File: config.mk
export PLATFORM = sky130hd
export DESIGN_NAME = if_id_ex_mem_pipeline_regs
export DESIGN_NICKNAME = d
export VERILOG_FILES = /design/src/rtl/if_id_ex_mem_pipeline_regs.sv
export SDC_FILE = /design/constraint.sdc
export NUM_CORES = 1
export LEC_CHECK = 0
export CAP_MARGIN = 10
export CELL_PAD_IN_SITES_DETAIL_PLACEMENT = 0
export CELL_PAD_IN_SITES_GLOBAL_PLACEMENT = 1
export CORE_UTILIZATION = 27
export DETAILED_ROUTE_END_ITERATION = 12
export PLACE_DENSITY_LB_ADDON = 0.1
export RECOVER_POWER = 25
export SLEW_MARGIN = 20
export SYNTH_ARGS = -nofsm -noshare
export SYNTH_HDL_FRONTEND = slang
export SYNTH_SLANG_ARGS = --single-unit
File: constraint.sdc
create_clock -name Clk -period 0.8 [get_ports Clk]
set_input_delay 0.08 -clock Clk [delete_from_list [all_inputs] [get_ports Clk]]
set_output_delay 0.08 -clock Clk [all_outputs]
set_load 0.01 [all_outputs]
File: src/rtl/if_id_ex_mem_pipeline_regs.sv
// IF/ID, ID/EX and EX/MEM boundary registers for the front of the ARM pipeline.
// IF/ID carries the fetched instruction and can be stalled; ID/EX and EX/MEM
// carry control bits and always advance. An all-zero control vector is a bubble.
module if_id_ex_mem_pipeline_regs #(
    parameter int INSTR_W = 32
) (
    input  logic               Clk,
    input  logic               Reset,
    // IF/ID
    input  logic               IF_ID_enable,
    input  logic [INSTR_W-1:0] IF_instruction,
    output logic [INSTR_W-1:0] ID_instruction,
    // ID/EX inputs
    input  logic               ID_S_instr,
    input  logic [3:0]         ID_alu_op,
    input  logic               ID_load_instr,
    input  logic               ID_RF_enable,
    input  logic               ID_load_store_instr,
    input  logic               ID_size,
    input  logic               ID_BL_instr,
    input  logic               ID_B_instr,
    input  logic [1:0]         ID_shift_AM,
    // ID/EX outputs
    output logic               EX_S_instr,
    output logic [3:0]         EX_alu_op,
    output logic               EX_load_instr,
    output logic               EX_RF_enable,
    output logic               EX_load_store_instr,
    output logic               EX_size,
    output logic               EX_BL_instr,
    output logic               EX_B_instr,
    output logic [1:0]         EX_shift_AM,
    // EX/MEM outputs
    output logic               MEM_load_instr,
    output logic               MEM_load_store_instr,
    output logic               MEM_size,
    output logic               MEM_RF_enable
);

    // Control word layout shared by the ID/EX stage:
    // {S, alu_op[3:0], load, RF, load_store, size, BL, B, shift_AM[1:0]}
    localparam int EX_CTRL_W  = 13;
    // EX/MEM only keeps the memory/writeback subset: {load, load_store, size, RF}
    localparam int MEM_CTRL_W = 4;

    logic [INSTR_W-1:0]    id_instr_q,  id_instr_d;
    logic [EX_CTRL_W-1:0]  ex_ctrl_q,   ex_ctrl_d;
    logic [MEM_CTRL_W-1:0] mem_ctrl_q,  mem_ctrl_d;

    // Next-state: IF/ID holds when stalled; ID/EX and EX/MEM always advance.
    always_comb begin
        id_instr_d = id_instr_q;
        if (IF_ID_enable) begin
            id_instr_d = IF_instruction;
        end
        ex_ctrl_d  = {ID_S_instr, ID_alu_op, ID_load_instr, ID_RF_enable,
                      ID_load_store_instr, ID_size, ID_BL_instr, ID_B_instr,
                      ID_shift_AM};
        // EX/MEM is fed from the registered EX_ values, never from the ID_ inputs.
        mem_ctrl_d = {EX_load_instr, EX_load_store_instr, EX_size, EX_RF_enable};
    end

    // Boundary registers; reset clears all three stages on the same edge.
    always_ff @(posedge Clk) begin
        if (Reset) begin
            id_instr_q <= '0;
            ex_ctrl_q  <= '0;
            mem_ctrl_q <= '0;
        end else begin
            id_instr_q <= id_instr_d;
            ex_ctrl_q  <= ex_ctrl_d;
            mem_ctrl_q <= mem_ctrl_d;
        end
    end

    assign ID_instruction = id_instr_q;

    assign {EX_S_instr, EX_alu_op, EX_load_instr, EX_RF_enable,
            EX_load_store_instr, EX_size, EX_BL_instr, EX_B_instr,
            EX_shift_AM} = ex_ctrl_q;

    assign {MEM_load_instr, MEM_load_store_instr, MEM_size, MEM_RF_enable} = mem_ctrl_q;

endmodule

==> results by group <==
Power
  • Pwr dens: 1840 nW/um2
  • Static Leak: 1.27 nW
  • VDD IR max: 0.687 mV

CTS
  • # clock sinks: 49
  • Hold-fix buffers, CTS: 0
  • Clk_lat worst skew: 290 ps
  • Worst-path clk slew: 90 ps
  • Clk buf depth: 2
  • Root buf cell: clkbuf_8
  • CTS tree: yes
  • H-tree Lvls: 2
  • Clock buffer count from CTS: 5

Synth
  • Top cell type's share of synthesized area: 60.4%
  • Cell count after synthesis: 139
  • Syn nets: 187
  • Yosys warnings: 0
  • Number of synthesized flops with an enable pin: 0
  • Syn_area_per_cell: 11.7 um2
  • Main synth FF type: dfxtp_1
  • Synth unique cells: 10
  • Seq cells post-synth: 49
  • Ranking of synthesized cells by area: dfxtp_1, mux2i_1, nor2_1, nor2b_1, buf_12
  • Area of the mapped netlist: 1620 um2
  • FFs w/ async S/R, synth: 0%
  • Top cells by count, synth: dfxtp_1, mux2i_1, nor2_1
  • Sequential area share after synthesis: 60.4%
  • Synth area leader: dfxtp_1
  • Most numerous cell in the Yosys netlist: dfxtp_1

Global routing
  • GRT Util Overall: 12.8%
  • First-pass GRT wire length: 6140 um
  • Vias in the first global route: 1362
  • Grt total ovfl: 0
  • Initial antenna violation count: 0
  • Largest net degree at the start of global routing: 50

Worst setup path
  • Kind of critical path: reg -> out
  • Startpoint types: register
  • Crit-path max FO: 2
  • Worst path slowest cell: dfxtp_2
  • CP endpoint kind: output pin
  • Reg2reg setup slack: 70 ps
  • Buf/Inv on CP: 1
  • Crit-path cells: buf_6
  • Critical Path AT: 740 ps
  • CP delay by family, top: flip-flops
  • Crit path largest cell delay: 340 ps
  • Critical Path RT: 720 ps

Timing
  • RSZ-0062 raised after global routing: true
  • Final Skew: 1.05 ps
  • Fin. Hold Viols: 0
  • Setup TNS: -516 ps
  • Max Clk Rate: 1220 MHz
  • Worst-Margin Slew: 205 ps
  • Fin crit share: 103%
  • Worst slew margin: 86.4%
  • Clock period minus worst slack: 821 ps
  • Worst Slack Setup Final: -21.1 ps
  • Slew Limit Fails: 0
  • Setup Viol. Count Final: 48

Drt
  • Initial DRC Count: 28
  • Via count: 1273
  • Drt wl/cell: 12.0 um
  • Post-route ant nets: 0
  • Drt pass-1 iters: 4
  • Remaining DRCs: 0
  • Drt via density: 4.11
  • Final WL: 3720 um

Cells and area
  • # diodes: 0
  • Nets: 286
  • Final instance area: 2820 um2
  • Share of cells above drive strength 1: 45.0%
  • Area delta synth->final: 73.7%

Placement
  • Post-detailed-placement half-perimeter wirelength: 2760 um
  • Placed cell areas: 2620 um2
  • Port Buffer Count: 96
  • Final Wtd Congestion: 0.729
  • Place WS: -163 ps

Floorplanning
  • # IOs: 97
  • Die area: 6330 um2
  • Rows: 27
  • Starting Density: 28.8%
  • Placeable Area: 5640 um2
  • Die width: 79.6 um
  • Die Y: 79.6 um

Status
  • Failing checks: setup timing
  • Status: complete, but fails checks

Min path
  • Hold Crit Class: in -> reg

Job
  • Max_cap viols: 0
final timing paths:
| kind | from | end | cells past startpoint |
|---|---|---|---|
| worst max register to register | ID_instruction[4] | ID_instruction[4] | 3 |
| worst min register to register | ex_ctrl_q[4] | mem_ctrl_q[1] | 1 |
| worst max-delay path | ID_instruction[29] | ID_instruction[29] | 1 |
| worst min-delay path | Reset | ex_ctrl_q[9] | 3 |
logic make-up after synthesis:
kind of cell | count (synthesis) | synth area share, %
DFF | 49 | 60.4
muxes | 32 | 19.7
buffers and inverters | 9 | 5.93
and+or+nand+nor | 49 | 13.9
flip-flops by register name, summed over array words and instances, names as in the netlist:
register,cells
ex_ctrl_q,13
mem_ctrl_q,4
ID_instruction,32
metal layers:
metal | GRT usage (%) | part of all wire (%) | vias up
met2 | 23.0 | 53 | 47
met5 | 0 | 0 | -
met4 | 4.36 | 1.1 | 0
met3 | 5.26 | 7.1 | 4
li1 | - | - | 637
met1 | 13.4 | 39 | 585
timing repair:
| action | in CTS | in global routing |
|---|---|---|
| endpoints found under the setup margin | 49 | 49 |
| buffers inserted | 1 | 0 |
| resized for setup | 274 | 10 |
metrics by stage:
| stage | utilization, % | cells | power (mW) | hold slack, ps |
|---|---|---|---|---|
| 2_1_floorplan | - | 139 | 3.02 | 208 |
| 3_3_place_gp | 46.5 | 302 | 3.52 | 447 |
| 3_5_place_dp | 46.5 | 302 | 3.55 | 455 |
| 4_1_cts | 49.3 | 310 | 5.27 | 213 |
| 5_1_grt | 50.0 | 310 | 5.47 | 229 |
| 6_report | 50.0 | 310 | 5.20 | 212 |
power by group:
part	switching (mW)	leakage (nW)	internal, mW
combinational	0.289	0.799	0.550
sequential	0.0830	0.420	2.60
clock	0.764	0.0540	0.909
area by class of cell:
cell class / instances / area (um2)
clock inverters: 2 / 35.0
flip-flops and latches: 49 / 1040
clock buffers: 5 / 68.8
fillers: 500 / 2820
well taps: 72 / 90.1
repair buffers: 101 / 1040
multi-input cells: 81 / 547
layout by cell type, fill, tap and decap left out, drive strengths merged:
master / synthesis / layout
clkdlybuf4s50: 0 / 33
clkinv: 0 / 1
mux2i: 32 / 32
nor2b: 17 / 17
nor2: 32 / 32
bufinv: 0 / 1
dfxtp: 49 / 49
clkbuf: 3 / 5
buf: 6 / 56
dlygate4sd3: 0 / 12
(Power assumes the default switching activity.)
